==> config.mk <==
export PLATFORM = sky130hd
export DESIGN_NAME = bus_arbiter_split
export DESIGN_NICKNAME = d
export VERILOG_FILES = /design/src/rtl/bus_arb_pkg.sv /design/src/rtl/arb_hold_timer.sv /design/src/rtl/bus_arbiter_split.sv
export SDC_FILE = /design/constraint.sdc
export NUM_CORES = 1
export LEC_CHECK = 0
export CAP_MARGIN = 20
export CORE_MARGIN = 3
export CORE_UTILIZATION = 58
export CTS_CLUSTER_SIZE = 10
export DETAILED_ROUTE_END_ITERATION = 10
export GPL_ROUTABILITY_DRIVEN = 0
export PLACE_DENSITY = 0.83
export SLEW_MARGIN = 20
export SYNTH_ARGS = -nofsm -noshare
export SYNTH_HDL_FRONTEND = slang
export SYNTH_SLANG_ARGS = --single-unit
==> constraint.sdc <==
create_clock -name clk -period 4.7 [get_ports clk]
set_clock_uncertainty 0.15 [all_clocks]
set_input_delay 0.47 -clock clk [delete_from_list [all_inputs] [get_ports clk]]
set_output_delay 0.47 -clock clk [all_outputs]
set_load 0.05 [all_outputs]
==> src/rtl/bus_arb_pkg.sv <==
// Shared types and defaults for the split-aware two-initiator bus arbiter.
package bus_arb_pkg;

  localparam int unsigned DEF_TIMEOUT = 255;
  localparam int unsigned DEF_CNT_W   = 8;

  typedef enum logic [1:0] {
    IDLE      = 2'd0,
    GNT_M1    = 2'd1,
    GNT_M2    = 2'd2,
    GNT_SPLIT = 2'd3
  } arb_state_e;

  typedef enum logic [1:0] {
    OWN_NONE  = 2'd0,
    OWN_M1    = 2'd1,
    OWN_M2    = 2'd2,
    OWN_SPLIT = 2'd3
  } owner_e;

endpackage

==> src/rtl/arb_hold_timer.sv <==
// Saturating hold counter; expired_c flags the last permitted cycle of a grant.
module arb_hold_timer
  import bus_arb_pkg::*;
#(
  parameter int unsigned TIMEOUT = DEF_TIMEOUT,
  parameter int unsigned CNT_W   = DEF_CNT_W
) (
  input  logic clk,
  input  logic rst_n,
  input  logic clr,
  input  logic en,
  output logic expired_c
);

  localparam logic [CNT_W-1:0] CNT_MAX = '1;
  localparam logic [CNT_W-1:0] TO_VAL  = CNT_W'(TIMEOUT);

  logic [CNT_W-1:0] count;

  always_ff @(posedge clk or negedge rst_n) begin
    if (!rst_n) begin
      count <= '0;
    end else if (clr) begin
      count <= '0;
    end else if (en && (count != CNT_MAX)) begin
      count <= count + CNT_W'(1);
    end
  end

  // A zero TIMEOUT disables the watchdog entirely.
  assign expired_c = (TIMEOUT != 0) && (count == TO_VAL);

endmodule

==> src/rtl/bus_arbiter_split.sv <==
// Registered round-robin arbiter for two initiators plus a split-capable target,
// with split parking/resume and a hold-timeout watchdog.
module bus_arbiter_split
  import bus_arb_pkg::*;
#(
  parameter int unsigned TIMEOUT = DEF_TIMEOUT,
  parameter int unsigned CNT_W   = DEF_CNT_W
) (
  input  logic       clk,
  input  logic       rst_n,
  input  logic       m1_req,
  input  logic       m2_req,
  input  logic       split_ack,
  input  logic       split_req,
  output logic       m1_grant,
  output logic       m2_grant,
  output logic       split_grant,
  output logic [1:0] bus_owner,
  output logic [1:0] split_owner,
  output logic       split_pending,
  output logic       timeout
);

  arb_state_e state, state_nxt;
  owner_e     last_served, last_nxt;
  logic       split_pending_nxt;
  logic [1:0] split_owner_nxt;
  logic       timeout_nxt;
  logic [1:0] bus_owner_nxt;
  logic       m1_elig, m2_elig, req_cur;
  logic       expired_c;
  logic       tmr_clr, tmr_en;

  arb_hold_timer #(
    .TIMEOUT (TIMEOUT),
    .CNT_W   (CNT_W)
  ) u_hold_timer (
    .clk       (clk),
    .rst_n     (rst_n),
    .clr       (tmr_clr),
    .en        (tmr_en),
    .expired_c (expired_c)
  );

  assign tmr_clr = (state == IDLE) && (state_nxt != IDLE);
  assign tmr_en  = (state != IDLE);

  always_ff @(posedge clk or negedge rst_n) begin
    if (!rst_n) begin
      state <= IDLE;
    end else begin
      state <= state_nxt;
    end
  end

  // Next-state, round-robin and split bookkeeping.
  always_comb begin
    state_nxt         = state;
    last_nxt          = last_served;
    split_pending_nxt = split_pending;
    split_owner_nxt   = split_owner;
    timeout_nxt       = 1'b0;
    req_cur           = 1'b0;
    m1_elig = m1_req && !(split_pending && (split_owner == 2'(OWN_M1)));
    m2_elig = m2_req && !(split_pending && (split_owner == 2'(OWN_M2)));

    case (state)
      IDLE: begin
        if (split_pending && split_req) begin
          state_nxt = GNT_SPLIT;
        end else if (m1_elig && (!m2_elig || (last_served == OWN_M2))) begin
          state_nxt = GNT_M1;
          last_nxt  = OWN_M1;
        end else if (m2_elig) begin
          state_nxt = GNT_M2;
          last_nxt  = OWN_M2;
        end
      end
      GNT_M1, GNT_M2: begin
        req_cur = (state == GNT_M1) ? m1_req : m2_req;
        if (split_ack) begin
          split_pending_nxt = 1'b1;
          split_owner_nxt   = (state == GNT_M1) ? 2'(OWN_M1) : 2'(OWN_M2);
          state_nxt         = IDLE;
        end else if (!req_cur) begin
          state_nxt = IDLE;
        end else if (expired_c) begin
          state_nxt   = IDLE;
          timeout_nxt = 1'b1;
        end
      end
      GNT_SPLIT: begin
        if (!split_req) begin
          split_pending_nxt = 1'b0;
          split_owner_nxt   = 2'(OWN_NONE);
          state_nxt         = IDLE;
        end else if (expired_c) begin
          state_nxt   = IDLE;
          timeout_nxt = 1'b1;
        end
      end
      default: state_nxt = IDLE;
    endcase

    case (state_nxt)
      GNT_M1:    bus_owner_nxt = 2'(OWN_M1);
      GNT_M2:    bus_owner_nxt = 2'(OWN_M2);
      GNT_SPLIT: bus_owner_nxt = 2'(OWN_SPLIT);
      default:   bus_owner_nxt = 2'(OWN_NONE);
    endcase
  end

  // Registered outputs and split/round-robin state.
  always_ff @(posedge clk or negedge rst_n) begin
    if (!rst_n) begin
      m1_grant      <= 1'b0;
      m2_grant      <= 1'b0;
      split_grant   <= 1'b0;
      bus_owner     <= 2'(OWN_NONE);
      split_owner   <= 2'(OWN_NONE);
      split_pending <= 1'b0;
      timeout       <= 1'b0;
      last_served   <= OWN_M2;
    end else begin
      m1_grant      <= (state_nxt == GNT_M1);
      m2_grant      <= (state_nxt == GNT_M2);
      split_grant   <= (state_nxt == GNT_SPLIT);
      bus_owner     <= bus_owner_nxt;
      split_owner   <= split_owner_nxt;
      split_pending <= split_pending_nxt;
      timeout       <= timeout_nxt;
      last_served   <= last_nxt;
    end
  end

endmodule

==> summary.md, run 1 <==
| Metric | Value |
|---|---|
| GRT Util Overall | between 20% and 30% |
| Die Span Y | 51.5 microns |
| Antenna violations before repair | 0 |
| PD cells | 670 nW/um^2 |
| Cts hold-fix bufs | 0 |
| Crit path max fanout | 9 |
| Total congestion overflow | 0 |
| Commonest cells in the synthesized netlist | 20 x dfrtp_1, 12 x nand2_1, 8 x a21oi_1 |
| DR WL/cell | 15.4 microns |
| Synth Register Bits | 21 |
| Achievable frequency | 0.429 GHz |
| Static leakage | 0.597 nW |
| Die Area | between 2000 and 3000 sq um |
| Count leader, synth | dfrtp_1 |
| Setup TNS | 0 ns |
| Critical path origin | split_pending |
| XOR/XNOR Fraction of Synth Area | 2.92% |
| Sequential element share of the synthesized area | 43.9% |
| Compound-Gate Fraction of Synth Area | 22.7% |
| Fin crit share | 49.6% |
| Reg2reg start | state[1] |
| Area grow syn2layout | 15.0% |
| Met2 usage in global routing | a little under two fifths |
| Hold crit path type | flip-flop to flip-flop |
| Status | completed |
| Ranking of synthesized cells by area | dfrtp_1 42%, ha_1 4.2%, nand2_1 3.8% |
| Syn Nets | between 100 and 150 |
| Register area | 527 sq um |
| # fillers | ~140 |
| Syn Std Cell Area | 1200 sq um |
| R2R Path End | m2_grant |
| Num rows | 15 |
| Max-slew violation count | 0 |
| RSZ-0062 raised after global routing | no |
| CP Class | flip-flop to output port |
| Pin count of the biggest net entering global routing | 22 |
| CTS Buf Count | 3 |
| Leading area contributor after synthesis | dfrtp_1 |
| Root Driver | clkbuf_4 |
| Top-area cell type share of the netlist area | about two fifths |
| Vias in the first global route | 1,053 |
| Final HPWL DP | 1.83 mm |
| Post-synthesis mux area share | 1.77% |
| Max Cap Viol | 0 |
| Buf/Inv on CP | 1 |
| Final WL | 2.50 mm |
| CP endpoint kind | output port |
| Vias | 1,011 |
| Slowest cell on crit path | clkdlybuf4s50_1 |
| # setup viols final | 0 |
| Post CTS Setup Buffer Count | 0 |
| Skew-Pair Late Insertion Delay | 0.31 ns |
| Port bufs | 14 |
| Initial Utilization | 65.3% |
| Footprint of the multi-input gates | 629 sq um |
| Net count, final | 149 |
| Mapped Cells | 123 |
| Post-CTS sizing | 0 |
| Yosys cell types | 44 |
| Final Hold Viols | 0 |
| Grt met1 use | approximately 29% |
| 1st-iter DRT viols | 32 |
| Worst R2R Path Depth | 7 |
| Clock-pin slew on the worst setup and hold paths | 0.12 ns |
| Fraction of layout cells with a size suffix above 1 | 10.9% |
| CP peak stage delay | 0.86 ns |
| Number of synthesized flops with an enable pin | 0 |
| Vias per cell | 6.20 |
| Largest family of logic cells by synthesized area | compound AO/OA/AOI/OAI gates |
| Worst slew pin tran | 0.921 ns |
| Antenna cells | 0 |
| Core area | between 1500 and 2000 sq um |
| Routing usage on met3 | 3.72% |
| Mean area per synthesized cell | about 9.8 sq um |
| CP Data Required Time | just over 4 ns |
| GR peak layer | met2 |
| Arrival @ worst endpoint | 1.71 ns |
| DIE WIDTH | roughly 50 microns |
| DRC Markers | 0 |
| TritonRoute pass-1 iters | 4 |
| Top delay family on crit path | buffers and inverters |
| Max Root-Sink Buffers | 2 |
| Hold slack | 0.349 ns |
| CTS H-tree lvls | 1 |
| Maximum VDD drop | 0.467 mV |
| Startpoint types | flip-flop |
| Rel. slew slack | 38.4% |
| Top FF cell, synth | dfrtp_1 |
| Levels on crit path | 1 |
| Tmin final | around 2.3 ns |
| Yosys warns | 0 |
| R2R Setup Slk | 2.50 ns |
| Post-DRT Antenna Nets | 0 |
| Crit path cell chain | clkdlybuf4s50_1 |
| FFs w/ async S/R, synth | 100% |
| Adder-cell share of the synthesized area | 4.17% |
| CTS tree | done |
| First-pass GRT wire length | between 4 and 5 mm |
| Clock sinks | 21 |
| Synth Area in Simple Gates | 20.8% |
| Critical path endpoint | split_pending |
| I/O pin count | 15 |
[logic make-up after synthesis]
kind of cell,count (synthesis)
xor+xnor,4
mux,2
simple gates,45
buf+inv,10
fa+ha+maj,4
compound gates,37
flops,21
[area by class of cell]
type | instances | share of cell area (%)
multi-input combinational | 92 | 45.6
sequential | 21 | 38.1
timing repair buffer | 14 | 10.1
tap | 25 | 2.26
inverter | 7 | 1.90
clock buffer | 3 | 1.63
clock inverter | 1 | 0.362
[worst min path at each step]
stage / from / to / slack [ns] / cells after the start
floorplan: rst_n / bus_owner[0] / 0.02 / 0
global placement: last_served[1] / last_served[1] / 0.33 / 2
detailed placement: last_served[1] / last_served[1] / 0.33 / 2
CTS: last_served[1] / last_served[1] / 0.35 / 2
global route: last_served[1] / last_served[1] / 0.38 / 2
finish: last_served[1] / last_served[1] / 0.35 / 2
[layer usage]
layer	wire (microns)	share of wire (%)
met1	1150	46
met2	1210	48
met3	88	3.5
met4	55	2.2
met5	0	0
[worst min-delay path, stage by stage (launching register included)]
cell and delay [ns]:
dfstp_2 0.39, o21ai_0 0.07, nand2_1 0.05
[report_power, final]
group / switching [mW] / leakage, nW / total [mW] / internal [mW]
clock network: 0.0592 / 0.0177 / 0.0910 / 0.0319
registers: 0.0644 / 0.267 / 0.309 / 0.244
logic: 0.326 / 0.312 / 0.526 / 0.200
[per-stage QoR]
step	total power, mW	instance area, sq um	utilization [%]	worst slack [ns]	std cells
floorplan	0.701	1200	-	2.71	123
detailed placement	0.835	1350	73.6	2.35	159
global placement	0.816	1350	73.6	2.42	159
global route	0.997	1380	75.1	2.30	163
finish	0.926	1380	75.1	2.37	163
CTS	0.927	1380	75.1	2.37	163
[layout by cell type (no fill, tap or decap), types with 2 or more instances in the layout]
cell             count
a211oi_1             2
a21o_1               3
a21oi_1              8
and4_4               2
clkbuf_4             3
clkdlybuf4s50_1     14
dfrtp_1             20
ha_1                 4
inv_1                5
inv_2                2
nand2_1             12
nand2b_1             2
nand3_1              3
nand4_1              5
nor2_1               7
nor2b_1              3
nor3_1               4
o21ai_0              5
o22ai_1              6
xor2_1               3
[sequential cells by signal, indices dropped and copies added (netlist names)]
signal              flops
bus_owner               2
split_grant             1
split_pending           1
u_hold_timer.count      8
state                   2
m1_grant                1
timeout                 1
last_served             2
split_owner             2
m2_grant                1
Note: power is estimated with default switching activity, not from simulation.
==> run 2, diff against run 1 <==
CORE_UTILIZATION = 49   (was 58)
PLACE_DENSITY = 0.75   (was 0.83)
clock period = 1.9 ns   (was 4.7 ns; I/O delays follow)
==> run 2 against run 1 <==
Combinational power rose to 3.2 times the previous value. The flow now finishes with violations (negative setup slack). Critical endpoint is now split_grant. Global-route usage fell by 3.1 points. Count of clock-buffer cells in the layout did not move. Sequential power rose by 140%. Final cell count rose by 15%.
==> summary.md, run 2 (synthesis gave the netlist of run 1 again) <==
| Metric | Value |
|---|---|
| Final HPWL DP | 2.01 mm (was 1.83 mm) |
| Final setup margin | -0.00712 ns (was 2.37 ns) |
| Slowest cell on crit path | dfrtp_1 (was clkdlybuf4s50_1) |
| CTS Buf Count | 3 (unchanged) |
| Area grow syn2layout | 32.0% (was 15.0%) |
| Hold slack | 0.0404 ns (was 0.349 ns) |
| RSZ-0062 raised after global routing | yes (was no) |
| TritonRoute pass-1 iters | 4 (unchanged) |
| Initial Utilization | 52.8% (was 65.3%) |
| Pre-CTS setup slack | -0.0298 ns (was 2.35 ns) |
| Power Total | 2.64 mW (was 0.926 mW) |
| Final WL | 2.77 mm (was 2.50 mm) |
| Max Root-Sink Buffers | 2 (unchanged) |
| CP Data Required Time | 1.97 ns (was 4.08 ns) |
| Pin count of the biggest net entering global routing | 22 (unchanged) |
| Vias in the first global route | 1,055 (was 1,053) |
| First-pass GRT wire length | 4.75 mm (was 4.51 mm) |
| Sequential share of power | 28.2% (was 33.3%) |
| Clock-pin slew on the worst setup and hold paths | 0.12 ns (about the same) |
| Arrival @ worst endpoint | 1.98 ns (was 1.71 ns) |
| Antenna violations before repair | 0 (unchanged) |
| Crit path max fanout | 3 (was 9) |
| Fin crit share | 100% |
| Skew-Pair Late Insertion Delay | 0.32 ns (was 0.31 ns) |
| Comb pwr share | 63.2% (was 56.8%) |
| Max FFs per register | 8 (unchanged) |
| DRC Markers | 0 (unchanged) |
| Clock sinks | 21 (unchanged) |
| CP endpoint kind | flip-flop (was output port) |
| Fin area | 1590 sq um (was 1380 sq um) |
| Rel. slew slack | 66.7% (was 38.4%) |
| Cts hold-fix bufs | 0 (unchanged) |
| Vias | 1,048 (was 1,011) |
| Failing checks | negative setup slack |
| Max Cap Viol | 0 (unchanged) |
| Tmin final | 1.91 ns |
| Final Hold Viols | 0 (unchanged) |
| CTS H-tree lvls | 1 (unchanged) |
| Most frequent cells in the layout | 24 x buf_4, 19 x dfrtp_1, 12 x nand2_1 (was 20 x dfrtp_1, 14 x clkdlybuf4s50_1, 12 x nand2_1) |
| DR WL/cell | 14.8 microns (was 15.4 microns) |
| Largest register by flop count | u_hold_timer.count (unchanged) |
| Hold crit path type | primary input to asynchronous set/reset pin (was flip-flop to flip-flop) |
| # setup viols final | 2 (was 0) |
| GRT Util Overall | 19.6% (was 22.7%) |
| Clock network power share | 8.6% (was 9.8%) |
| Port bufs | 14 (unchanged) |
| I/O pin count | 15 (unchanged) |
| Setup TNS | -0.0108 ns (was 0 ns) |
| CP peak stage delay | 0.42 ns (was 0.86 ns) |
| Die Area | 3080 sq um (was 2650 sq um) |
| Sw Ratio | 46.0% (was 48.6%) |
| Status | complete, but fails checks (was completed) |
| Antenna cells | 0 (unchanged) |
| Static leakage | 0.706 nW (was 0.597 nW) |
| Core area | 2280 sq um (was 1840 sq um) |
| Final Util | 69.7% (was 75.1%) |
| Dpl cell area | 1480 sq um (was 1350 sq um) |
| PD cells | 1670 nW/um^2 (was 670 nW/um^2) |
| Total congestion overflow | 0 (unchanged) |
| Most common cell after layout, fill and taps aside | buf_4 (was dfrtp_1) |
| Worst R2R Path Depth | 7 (unchanged) |
| DIE WIDTH | 55.5 microns (was 51.5 microns) |
| Internal power | 1.43 mW (was 0.476 mW) |
| # fillers | 172 (was 135) |
| Worst slew pin tran | 0.498 ns (was 0.921 ns) |
| Crit path cell chain | inv_2 -> ha_4 -> mux2_4 -> a22oi_4 -> nor4_4 -> buf_4 -> a32o_2 (was clkdlybuf4s50_1) |
| Startpoint types | flip-flop (unchanged) |
| Die Span Y | 55.5 microns (was 51.5 microns) |
| Achievable frequency | about 0.52 GHz |
| Dpl cells | 179 (was 159) |
| Net count, final | 170 (was 149) |
| Net Switching | 1.22 mW (was 0.450 mW) |
| Max-slew violation count | 0 (unchanged) |
| Num rows | 17 (was 15) |
| Final Non-Filler Cells | 187 (was 163) |
| Fraction of layout cells with a size suffix above 1 | 30.2% (was 10.9%) |
| CTS tree | done (unchanged) |
| CP Class | flip-flop to flip-flop (was flip-flop to output port) |
| Maximum VDD drop | 1.26 mV (was 0.467 mV) |
| Post-DRT Antenna Nets | 0 (unchanged) |
| Vias per cell | 5.60 (was 6.20) |
| 1st-iter DRT viols | 39 (was 32) |
| Root Driver | clkbuf_4 (unchanged) |
## run 2: changes by cell type in the layout (fill, tap and decap cells not counted), sizes merged
cell,previous run,this run
clkdlybuf4s50,14,11
buf,0,24
## run 2: power groups by stage
stage	sequential [mW]	combinational [mW]	clock (mW)
global route	0.767	1.81	0.260
finish	0.746	1.67	0.226
detailed placement	0.744	1.51	0
global placement	0.737	1.48	0
floorplan	0.975	0.766	0
CTS	0.743	1.59	0.233
## run 2: worst paths after layout
kind,from,end,slack (ns)
hold / removal,rst_n,split_owner[1],0.04
setup reg to reg,state[1],split_grant,-0.007
setup / recovery,state[1],split_grant,-0.007
hold reg to reg,last_served[1],last_served[1],0.35
min in group clk,last_served[1],last_served[1],0.35
max in group asynchronous,rst_n,last_served[1],1.29
## run 2: worst max-delay path: cells and delay by family (launching register included)
kind | cells | cell delay, ns
compound gates | 2 | 0.45
mux | 1 | 0.31
buf+inv | 2 | 0.26
fa+ha+maj | 1 | 0.15
simple gates | 1 | 0.08
flops | 1 | 0.42
## run 2: final cells by class
type / count / area [sq um] / share of cell area, %
inverters: 7 / 26.3 / 1.66
clock inverters: 1 / 5.00 / 0.316
well taps: 28 / 35.0 / 2.21
flip-flops and latches: 21 / 528 / 33.3
multi-input cells: 92 / 678 / 42.8
clock buffers: 3 / 22.5 / 1.42
repair buffers: 35 / 290 / 18.3
## run 2: per-layer routing
layer / global-route usage, % / up-vias / part of all wire (%)
li1: - / 529 / -
met1: 25.2 / 491 / 46
met2: 32.4 / 21 / 48
met3: 3.04 / 7 / 3.4
met4: 8.33 / 0 / 2.3
met5: 0 / - / 0
## run 2: what timing repair did
| action | CTS | global route |
|---|---|---|
| resized for setup | 4 | 5 |
| endpoints found under the setup margin | 1 | 4 |
| setup buffers | 2 | 2 |
| pin swaps | 2 | 3 |
==> run 3, diff against run 2 <==
CORE_MARGIN = not set   (was 3)
SLEW_MARGIN = not set   (was 20)
==> run 3 against run 2 <==
The flow still finishes with violations (negative setup slack). Register-to-register slack about the same. Sequential cell count is the same. Global-route usage grew 5.2 points. Clock power rose by 2%. Setup slack worse by 0.0041 ns. Via count grew 6.6%. Design area grew 0.55%. Sequential power is essentially flat. Hold slack got worse by 0.0057 ns. Largest power group unchanged.
==> summary.md, run 3 (synthesis gave the netlist of run 1 again) <==
| Metric | Value |
|---|---|
| # fillers | 181 (was 172) |
| Fraction of layout cells with a size suffix above 1 | 30.4% (was 30.2%) |
| 1st-iter DRT viols | 40 (was 39) |
| Vias in the first global route | 1,063 (was 1,055) |
| PD cells | 1710 nW/um^2 (was 1670 nW/um^2) |
| Crit path max fanout | 3 (unchanged) |
| Antenna violations before repair | 0 (unchanged) |
| Max Root-Sink Buffers | 2 (unchanged) |
| # setup viols final | 2 (unchanged) |
| Status | complete, but fails checks (unchanged) |
| Antenna cells | 0 (unchanged) |
| CP Data Required Time | 1.98 ns (was 1.97 ns) |
| Arrival @ worst endpoint | 1.99 ns (was 1.98 ns) |
| Clock sinks | 21 (unchanged) |
| Worst slew pin tran | 0.512 ns (was 0.498 ns) |
| Skew-Pair Late Insertion Delay | 0.33 ns (was 0.32 ns) |
| Final setup margin | -0.0112 ns (was -0.00712 ns) |
| CP endpoint kind | flip-flop (unchanged) |
| Pin count of the biggest net entering global routing | 22 (unchanged) |
| Largest register by flop count | u_hold_timer.count (unchanged) |
| Top delay family on crit path | flip-flops (was compound AO/OA/AOI/OAI gates) |
| Most common cell after layout, fill and taps aside | buf_4 (unchanged) |
| Fin crit share | 101% (was 100%) |
| TritonRoute pass-1 iters | 4 (unchanged) |
| Final HPWL DP | 1.93 mm (was 2.01 mm) |
| Max FFs per register | 8 (unchanged) |
| CP Class | flip-flop to flip-flop (unchanged) |
| CTS tree | done (unchanged) |
| Port bufs | 14 (unchanged) |
| Root Driver | clkbuf_4 (unchanged) |
| DRC Markers | 0 (unchanged) |
| CP peak stage delay | 0.44 ns (was 0.42 ns) |
| Rel. slew slack | 65.8% (was 66.7%) |
| Post-DRT Antenna Nets | 0 (unchanged) |
| Vias per cell | 5.91 (was 5.60) |
| Achievable frequency | 0.523 GHz (was 0.524 GHz) |
| Hold crit path type | primary input to asynchronous set/reset pin (unchanged) |
| Hold slack | 0.0346 ns (was 0.0404 ns) |
| Total congestion overflow | 0 (unchanged) |
| Final Hold Viols | 0 (unchanged) |
| Die Span Y | 51.5 microns (was 55.5 microns) |
| Num rows | 17 (unchanged) |
| Net count, final | 172 (was 170) |
| Initial Utilization | 53.3% (was 52.8%) |
| Max-slew violation count | 0 (unchanged) |
| Slowest cell on crit path | dfrtp_1 (unchanged) |
| GRT Util Overall | 24.8% (was 19.6%) |
| First-pass GRT wire length | 4.75 mm (about the same) |
| Area grow syn2layout | 32.7% (was 32.0%) |
| Pre-CTS setup slack | -0.0338 ns (was -0.0298 ns) |
| CTS Buf Count | 3 (unchanged) |
| DIE WIDTH | 51.5 microns (was 55.5 microns) |
| Crit path cell chain | buf_6 -> ha_4 -> mux2_4 -> a22oi_4 -> nor3_4 -> a22o_4 -> nor2b_1 (was inv_2 -> ha_4 -> mux2_4 -> a22oi_4 -> nor4_4 -> buf_4 -> a32o_2) |
| Maximum VDD drop | 1.14 mV (was 1.26 mV) |
| Max Cap Viol | 0 (unchanged) |
| Static leakage | 0.713 nW (was 0.706 nW) |
| Most frequent cells in the layout | 25 x buf_4, 19 x dfrtp_1, 12 x nand2_1 (was 24 x buf_4, 19 x dfrtp_1, 12 x nand2_1) |
| Failing checks | negative setup slack (unchanged) |
| Final WL | 2.90 mm (was 2.77 mm) |
| Tmin final | 1.91 ns (about the same) |
| Buf/Inv on CP | 1 (was 2) |
| Clock-pin slew on the worst setup and hold paths | 0.13 ns (was 0.12 ns) |
| Startpoint types | flip-flop (unchanged) |
| Core area | 2250 sq um (was 2280 sq um) |
| I/O pin count | 15 (unchanged) |
| Die Area | 2650 sq um (was 3080 sq um) |
| Vias | 1,117 (was 1,048) |
| RSZ-0062 raised after global routing | yes (unchanged) |
| CTS H-tree lvls | 1 (unchanged) |
| DR WL/cell | 15.3 microns (was 14.8 microns) |
==> run 3: cell count changes in the layout (fill, tap and decap cells not counted) <==
cell and change:
a32o_1 +1, a32o_2 -1, buf_4 +1, buf_6 +1, nor4_2 +1, nor4_4 -1
==> run 3: per-stage QoR <==
step	instances	util (%)	setup TNS [ns]	total power [mW]	cell area, sq um
after floorplan	123	-	-0.0401	1.74	1200
after global routing	189	70.7	-0.128	2.89	1590
after CTS	188	70.4	0	2.66	1590
after detailed placement	179	65.7	-0.0338	2.27	1480
final	189	70.7	-0.0138	2.72	1590
after global placement	179	65.7	0	2.23	1480
==> run 3: layout make-up <==
cell class,instances,area (sq um),share of cell area (%)
multi-input cells,92,668,41.9
flip-flops and latches,21,528,33.1
repair buffers,37,309,19.4
well taps,28,35.0,2.20
inverters,7,26.3,1.65
clock buffers,3,22.5,1.41
clock inverters,1,5.00,0.314
==> run 3: power breakdown <==
| part | leakage [nW] | switching (mW) | internal, mW |
|---|---|---|---|
| sequential | 0.267 | 0.137 | 0.606 |
| clock | 0.0177 | 0.152 | 0.0791 |
| combinational | 0.428 | 0.953 | 0.792 |
| total | 0.713 | 1.24 | 1.48 |
==> run 3: timing repair <==
item	in CTS	in global routing
hold buffers	0	0
pin swaps	3	1
cloned	0	0
setup buffers	5	1
setup endpoints to repair	3	5
gates resized for setup	8	0
==> run 3: worst paths after layout <==
| path | slack, ns | to | cells after the start | start |
|---|---|---|---|---|
| worst max register to register | -0.01 | m2_grant | 7 | state[0] |
| max in group asynchronous | 1.30 | last_served[1] | 2 | rst_n |
| worst min register to register | 0.35 | last_served[1] | 2 | last_served[1] |
| worst max-delay path | -0.01 | m2_grant | 7 | state[0] |
| worst min-delay path | 0.03 | timeout | 2 | rst_n |
| min in group clk | 0.35 | last_served[1] | 2 | last_served[1] |
==> run 3: per-layer routing <==
metal  track usage, %  vias up  share of wire, %
met1             32.0      541                45
met3             2.63       11               3.7
met4             16.2        0               3.9
met5                0        -                 0
met2             39.4       34                48
li1                 -      531                 -
==> run 3: worst register-to-register path, cell delays in order, from the launching register on <==
cell and delay (ns):
dfrtp_1 0.44, buf_6 0.14, ha_4 0.16, mux2_4 0.30
a22oi_4 0.19, nor3_4 0.06, a22o_4 0.25, nor2b_1 0.12
